### config.mk
export PLATFORM = sky130hd
export DESIGN_NAME = wb_select_stage
export DESIGN_NICKNAME = d
export VERILOG_FILES = /design/src/rtl/wb_pkg.sv /design/src/rtl/skid_buffer.sv /design/src/rtl/wb_select_stage.sv
export SDC_FILE = /design/constraint.sdc
export NUM_CORES = 1
export LEC_CHECK = 0
export CAP_MARGIN = 10
export CORE_MARGIN = 5
export CORE_UTILIZATION = 43
export CTS_CLUSTER_DIAMETER = 50
export DETAILED_ROUTE_END_ITERATION = 6
export PLACE_DENSITY = 0.87
export SKIP_CTS_REPAIR_TIMING = 1
export SYNTH_ARGS = -nofsm -noshare
export SYNTH_HDL_FRONTEND = slang
export SYNTH_HIERARCHICAL = 1
export SYNTH_SLANG_ARGS = --single-unit
### constraint.sdc
create_clock -name clk -period 2 [get_ports clk]
set_input_delay 0.4 -clock clk [delete_from_list [all_inputs] [get_ports clk]]
set_output_delay 0.4 -clock clk [all_outputs]
set_load 0.02 [all_outputs]
### src/rtl/wb_pkg.sv
// -----------------------------------------------------------------------------
// wb_pkg
// Shared definitions for the MIPS writeback path.
//   - WB_SRC_* : select encodings for the writeback result multiplexer
//   - WB_WIDTH / WB_DEST_W : default datapath and register-index widths
//   - wb_pkt_t : packet layout {sel_err, wen, dest, data} at default widths
// Parametrised blocks pack the same field order by concatenation so that
// non-default widths keep an identical layout.
// -----------------------------------------------------------------------------
package wb_pkg;

  localparam int WB_WIDTH  = 32;
  localparam int WB_DEST_W = 5;

  localparam logic [1:0] WB_SRC_ALU = 2'd0;
  localparam logic [1:0] WB_SRC_MEM = 2'd1;
  localparam logic [1:0] WB_SRC_PC4 = 2'd2;
  localparam logic [1:0] WB_SRC_LUI = 2'd3;

  typedef struct packed {
    logic                 sel_err;
    logic                 wen;
    logic [WB_DEST_W-1:0] dest;
    logic [WB_WIDTH-1:0]  data;
  } wb_pkt_t;

  // Total packed width of a writeback packet for arbitrary widths.
  function automatic int wb_pkt_width(input int width, input int dest_w);
    return width + dest_w + 2;
  endfunction

endpackage

### src/rtl/skid_buffer.sv
// -----------------------------------------------------------------------------
// skid_buffer
// Generic 2-entry elastic buffer with a valid/ready handshake on both sides.
// in_ready comes straight from a flop, so there is no combinational path
// from out_ready back to in_ready.
// Ports:
//   clk, rst_n          clock, asynchronous active-low reset
//   flush               synchronous flush, empties both entries
//   in_valid/in_ready   upstream handshake, in_data payload
//   out_valid/out_ready downstream handshake, out_data payload (main entry)
// -----------------------------------------------------------------------------
module skid_buffer #(
  parameter int W = 8
) (
  input  logic         clk,
  input  logic         rst_n,
  input  logic         flush,
  input  logic         in_valid,
  output logic         in_ready,
  input  logic [W-1:0] in_data,
  output logic         out_valid,
  input  logic         out_ready,
  output logic [W-1:0] out_data
);

  logic         main_valid;
  logic [W-1:0] main_data;
  logic         skid_valid;
  logic [W-1:0] skid_data;
  logic         ready_q;

  logic accept;
  logic emit;
  logic main_free;

  // The main entry can take a new packet when it is empty or is being
  // drained this cycle. Acceptance uses the registered ready only.
  always_comb begin
    accept    = in_valid && ready_q;
    emit      = main_valid && out_ready;
    main_free = !main_valid || emit;
  end

  // Entry state update. A full skid always has priority for the main
  // entry so ordering is preserved; accept cannot coincide with a full
  // skid because ready_q is low then. Flush only clears the valid bits,
  // the payload registers keep their old contents.
  always_ff @(posedge clk or negedge rst_n) begin
    if (!rst_n) begin
      main_valid <= 1'b0;
      main_data  <= '0;
      skid_valid <= 1'b0;
      skid_data  <= '0;
      ready_q    <= 1'b1;
    end else if (flush) begin
      main_valid <= 1'b0;
      skid_valid <= 1'b0;
      ready_q    <= 1'b1;
    end else if (main_free) begin
      if (skid_valid) begin
        main_data  <= skid_data;
        main_valid <= 1'b1;
        skid_valid <= 1'b0;
        ready_q    <= 1'b1;
      end else if (accept) begin
        main_data  <= in_data;
        main_valid <= 1'b1;
        ready_q    <= 1'b1;
      end else begin
        main_valid <= 1'b0;
        ready_q    <= 1'b1;
      end
    end else if (accept) begin
      skid_data  <= in_data;
      skid_valid <= 1'b1;
      ready_q    <= 1'b0;
    end
  end

  // Outputs are the registered main entry and the registered ready.
  always_comb begin
    in_ready  = ready_q;
    out_valid = main_valid;
    out_data  = main_data;
  end

endmodule

### src/rtl/wb_select_stage.sv
// -----------------------------------------------------------------------------
// wb_select_stage
// N-way writeback result selector feeding a registered 2-entry skid buffer.
// Ports:
//   clk, rst_n, flush   clock, async active-low reset, synchronous flush
//   in_valid/in_ready   upstream handshake (in_ready registered)
//   in_sel              source select; out-of-range picks NUM_SRC-1
//   in_data             packed sources, source k at [k*WIDTH +: WIDTH]
//   in_dest, in_wen     destination register index and write enable
//   out_valid/out_ready downstream handshake to the register file
//   out_data, out_dest  selected result and destination
//   out_wen             write enable, never set for register $zero
//   sel_err             packet was captured with an out-of-range select
// -----------------------------------------------------------------------------
module wb_select_stage
  import wb_pkg::*;
#(
  parameter  int WIDTH   = 32,
  parameter  int NUM_SRC = 4,
  parameter  int DEST_W  = 5,
  localparam int SEL_W   = $clog2(NUM_SRC)
) (
  input  logic                     clk,
  input  logic                     rst_n,
  input  logic                     flush,
  input  logic                     in_valid,
  output logic                     in_ready,
  input  logic [SEL_W-1:0]         in_sel,
  input  logic [NUM_SRC*WIDTH-1:0] in_data,
  input  logic [DEST_W-1:0]        in_dest,
  input  logic                     in_wen,
  output logic                     out_valid,
  input  logic                     out_ready,
  output logic [WIDTH-1:0]         out_data,
  output logic [DEST_W-1:0]        out_dest,
  output logic                     out_wen,
  output logic                     sel_err
);

  localparam int PKT_W = WIDTH + DEST_W + 2;
  localparam logic [SEL_W-1:0] LAST_SEL = SEL_W'(NUM_SRC - 1);

  logic [SEL_W-1:0] eff_sel;
  logic             cap_err;
  logic             cap_wen;
  logic [WIDTH-1:0] cap_data;
  logic [PKT_W-1:0] cap_pkt;
  logic [PKT_W-1:0] held_pkt;

  // Clamp an out-of-range select onto the last source and flag it so the
  // downstream stage can see the packet was produced from a bad select.
  always_comb begin
    cap_err = (in_sel > LAST_SEL);
    eff_sel = cap_err ? LAST_SEL : in_sel;
  end

  // N-way multiplexer written as a loop so NUM_SRC need not be a power of
  // two. Register $zero must never be written, so wen is masked here at
  // capture time rather than at the register file.
  always_comb begin
    cap_data = '0;
    for (int k = 0; k < NUM_SRC; k++) begin
      if (SEL_W'(k) == eff_sel) begin
        cap_data = in_data[k*WIDTH +: WIDTH];
      end
    end
    cap_wen = in_wen && (in_dest != '0);
    cap_pkt = {cap_err, cap_wen, in_dest, cap_data};
  end

  skid_buffer #(
    .W(PKT_W)
  ) u_skid (
    .clk      (clk),
    .rst_n    (rst_n),
    .flush    (flush),
    .in_valid (in_valid),
    .in_ready (in_ready),
    .in_data  (cap_pkt),
    .out_valid(out_valid),
    .out_ready(out_ready),
    .out_data (held_pkt)
  );

  // Unpack the held packet in the {sel_err, wen, dest, data} order.
  always_comb begin
    sel_err  = held_pkt[PKT_W-1];
    out_wen  = held_pkt[PKT_W-2];
    out_dest = held_pkt[WIDTH +: DEST_W];
    out_data = held_pkt[WIDTH-1:0];
  end

endmodule

---- Word level (Yosys, flattened, before mapping) ----
Index checks and enable logic that the tools add are counted.
word-level totals
  bits in registers ....................... 81
  input bits .............................. 141
  output and inout bits ................... 41
  word-level logic and storage cells ...... 40
operators by class
  $lt $le $gt $ge ......................... 1
  equality and inequality tests ........... 3
  multiplexer cells ....................... 17
  bitwise operators ....................... 2
  reductions and logical operators ........ 12
operators with widths
  cell                                                            number
  32-bit 2-to-1 mux                                               4
  39-bit 2-to-1 mux                                               2
  1-bit 2-to-1 mux                                                10
  3-bit AND reduction                                             2
  5-bit nonzero test                                              1
  2-bit == test, first input constant                             2
  2-bit nonzero test                                              2
  1-bit logical AND                                               3
  3-bit nonzero test                                              1
  1-bit by 2-bit == test with 1-bit output, first input constant  1
  2-bit > comparator, second input constant                       1
  2-bit zero test                                                 1
  2-bit 2-to-1 mux                                                1
  1-bit NOT                                                       2
  1-bit zero test                                                 1
  1-bit logical OR                                                1

---- Logic depth before layout (Yosys ltp) ----
  word-level depth ........................ 9
  depth in mapped cells ................... 5
  depth with buffers taken out ............ 4

---- Cells and area by module ----
The synthesis kept the hierarchy.
modules (own cells, without submodules)
  module           times used  cells each  area an instance (um^2)  seq. area each (um^2)
  skid_buffer      1           220         3,479.6                  2,028.2
  wb_select_stage  1           42          833.3                    0.0

---- Worst setup path before layout ----
No wires, ideal clock.
  kind .................................... input port to flip-flop
  start ................................... in in_sel[0]
  end ..................................... reg u_skid.main_data[19], in the netlist u_skid/out_data[19]
  library setup time ...................... 0.128 ns
  data arrival time ....................... 1.691 ns
  required time ........................... 1.872 ns
  slack ................................... 0.181 ns
  stages .................................. 5
  buffers on the path ..................... 2
  cell sequence ........................... buf_6 > buf_12 > mux4_2 > mux2_2 > mux2_1
between the ends
  word-level cells in the longest chain between the ends .. 9
  elaborated cells on any way between the ends .. 12
  those cells by class .................... order compare: 1; eq/ne: 3; mux: 7; reduce/logical: 1
ends and longest elaborated chain
  item                            RTL line               RTL
  from (decl)                     wb_select_stage.sv:28  input logic [SEL_W-1:0] in_sel,
  2-bit > comparator              wb_select_stage.sv:53  cap_err = (in_sel > LAST_SEL);
  2-bit 2-to-1 mux *              wb_select_stage.sv:54  eff_sel = cap_err ? LAST_SEL : in_sel;
  2-bit zero test                 wb_select_stage.sv:63  if (SEL_W'(k) == eff_sel) begin
  32-bit 2-to-1 mux (3 in a row)  wb_select_stage.sv:63
  32-bit 2-to-1 mux *             wb_select_stage.sv:63
  net cap_data[19]                wb_select_stage.sv:46  logic [WIDTH-1:0] cap_data;
  39-bit 2-to-1 mux *             skid_buffer.sv:65      end else if (accept) begin
  39-bit 2-to-1 mux *             skid_buffer.sv:60      if (skid_valid) begin
  to (signal assigned)            skid_buffer.sv:61      main_data <= skid_data;
  to (signal assigned)            skid_buffer.sv:66      main_data <= in_data;
  to (decl)                       skid_buffer.sv:27      logic [W-1:0] main_data;
The timed path passes the listed nets; every way through them passes the cells marked *. The select of a mux whose other input is x is not followed.
A chain may end at the register's enable or synchronous reset.

---- Worst setup path in the final report ----
  start ................................... reg u_skid.ready_q, in the netlist u_skid/in_ready
  end ..................................... out in_ready
RTL lines
  item                    RTL line               RTL
  from (decl)             skid_buffer.sv:30      logic ready_q;
  from (signal assigned)  skid_buffer.sv:54      ready_q <= 1'b1;
  from (signal assigned)  skid_buffer.sv:58      ready_q <= 1'b1;
  from (signal assigned)  skid_buffer.sv:64      ready_q <= 1'b1;
  to (decl)               wb_select_stage.sv:27  output logic in_ready,
No word-level cell between the ends.

==> qor.csv <==
stage,metric,value,unit
floorplanning,rows,36,
drt,num_vias,3026,
final_layout,layout-drive-gt1-share,37.0,%
timing,layout_min_cycle_time,1.90,ns
logic_synthesis,syn-instance-count,262,
logic_synthesis,synth_cell_type_count,24,
clock_tree,cts-root-buf,clkbuf_8,
setup_path,cp.arrival,1.50,ns
setup_path,max_stage_delay,0.62,ns
placement,dp_hpwl,8.21,mm
global_route,grt_pass1_wl,16.9,mm
setup_path,cp-end-kind,output pin,
timing,skew,0.0107,ns
setup_path,path_max_fanout,4,
logic_synthesis,synth_top_family_by_area,multiplexers,
status,outcome,"complete, no violations",
setup_path,critical_path_class,reg2out,
timing,fmax,0.525,GHz
final_layout,final_util,66.7,%
pwr,leakagePower,2.58,nW
clock_tree,clock_path_buffers,2,
setup_path,required,1.60,ns
timing,period_share,95.2,%
clock_tree,htreeDepth,3,
pwr,power_density,816,nW/um2
final_layout,fin_nets,590,
timing,fin_tns_setup,0,ns
logic_synthesis,synth-compound-area-share,0.464,%
logic_synthesis,synthAdderAreaFrac,0,%
placement,gp_congestion,0.777,
clock_tree,cts_made_buffers,9,
logic_synthesis,synthSimpleGateAreaFrac,1.16,%
floorplanning,ioPinCount,182,
clock_tree,path_clk_slew,0.08,ns
clock_tree,cts.sinks,81,
floorplanning,chipWidth,110,um
setup_path,path_delay_family,buffers and inverters,
logic_synthesis,ys_ff_latch,81,
drt,remaining_drc_errors,0,
timing,slew_viol_final,0,
logic_synthesis,synth-xor-area-share,0,%
drt,wl_per_cell,18.1,um
floorplanning,core_area,9770,um2
logic_synthesis,yosys.area.top_type,dfrtp_1,
drt,wirelength,10.6,mm
logic_synthesis,ys_seq_area_share,47.0,%
timing,setup_viol,0,
timing,hold_viol,0,
job,maxCapViolCount,0,
worst_hold_path,min_path_type,in2async,
logic_synthesis,syn_avg_cell_area,16.5,um2
logic_synthesis,yosysWarnings,6,
global_route,grt.overflow.total,0,
drt,antenna_left,0,
global_route,antenna_found_initial,0,
final_layout,antenna_cells,0,
drt,drtIter0Drc,42,
floorplanning,die-area,12100,um2
logic_synthesis,synth.area.top_cells,"dfrtp_1 46%, mux2_2 27%, mux4_2 16%",
global_route,grt_usage,18.0,%
logic_synthesis,synth_top_area_share,46.4,%
logic_synthesis,muxShareOfSynthArea,47.4,%
floorplanning,initial_core_util,44.1,%
global_route,grt_max_degree,41,
timing,rsz0062_at_grt,false,
setup_path,path_cells,clkdlybuf4s50_1,
floorplanning,fp.dieH,110,um
final_layout,area_growth,51.2,%
drt,dr.pass1.iters,4,
logic_synthesis,syn_area,4310,um2
global_route,first_global_vias,3467,
pwr,vdd_drop_max,0.409,mV
final_layout,n_fill_cell,748,
setup_path,cp_num_buf_inv,1,
clock_tree,cts_tree,built,
setup_path,cp_slowest_cell,clkdlybuf4s50_1,
setup_path,critPathLaunchType,register,
placement,port-buffer-count,181,
clock_tree,clock_latency,0.33,ns
drt,vias_per_cell,5.16,
## cell usage after synthesis (all sizes together)
cell and n:
mux2 117, nand2b 1, conb 1, inv 1, dfrtp 80, a21oi 1, or4 1, nor2b 1
dfstp 1, or3b 1, clkbuf 2, nor2 2, nand2 1, o21a 1, mux4 32, buf 17
nor3 1, a21o 1
## report_power, final
| part | switching [mW] | total [mW] | internal, mW | leakage, nW |
|---|---|---|---|---|
| clock | 0.549 | 1.25 | 0.702 | 0.104 |
| sequential | 0.225 | 2.32 | 2.09 | 0.973 |
| combinational | 0.664 | 1.75 | 1.09 | 1.50 |
## worst paths after layout
path,slack (ns),depth (start not counted),from,end
worst max-delay path,0.1,1,u_skid/in_ready,in_ready
worst min-delay path,0.008,1,rst_n,u_skid/out_data[35]
worst max register to register,0.30,4,u_skid/in_ready,u_skid/out_data[33]
worst min register to register,0.49,1,u_skid/skid_data[29],u_skid/skid_data[29]
max in group asynchronous,1.42,2,rst_n,u_skid/skid_data[10]
min in group clk,0.49,1,u_skid/skid_data[29],u_skid/skid_data[29]
## layout by cell type (no fill, tap or decap), drive strengths merged, types with 2 or more instances in the layout
cell           Yosys  layout
clkdlybuf4s50      0     178
mux2             117     117
dfrtp             80      80
mux4              32      32
buf               17      16
clkbuf             2      12
bufinv             0       2
clkinv             0       2
conb               1       2
nor2               2       2
## kinds of logic after synthesis
group	after synthesis
mux	149
compound gates	3
other cells	1
buf+inv	20
simple gates	8
flops	81
## stage by stage
stage	area, um2	hold WS [ns]	instances	total power, mW	worst slack [ns]
floorplan	4320	0.104	263	3.21	0.181
global placement	6320	0.379	571	4.03	-0.177
detailed placement	6320	0.382	571	4.13	-0.204
CTS	6520	0.00276	587	5.40	0.0710
global route	6520	0.0110	587	5.63	0.0351
finish	6520	0.00777	587	5.32	0.0954
## area by class of cell
class | count | area, um2 | share of cell area, %
sequential | 81 | 2030 | 31.1
inverter | 1 | 3.75 | 0.0575
clock buffer | 12 | 135 | 2.07
multi-input combinational | 162 | 2130 | 32.7
timing repair buffer | 194 | 1980 | 30.4
clock inverter | 4 | 70.1 | 1.07
tap | 133 | 166 | 2.55
## flip-flops by register name, summed over array words and instances, names as in the netlist
register           cells
u_skid/skid_valid      1
u_skid/skid_data      39
u_skid/in_ready        1
u_skid/out_valid       1
u_skid/out_data       39
## per-layer routing
metal | vias to the layer above | global-route usage (%) | wire (um)
met3 | 6 | 4.72 | 855
met5 | - | 0 | 0
li1 | 1388 | - | -
met1 | 1519 | 20.7 | 3990
met2 | 113 | 32.8 | 5670
met4 | 0 | 5.45 | 82
Power figures use the tool's default switching activity.
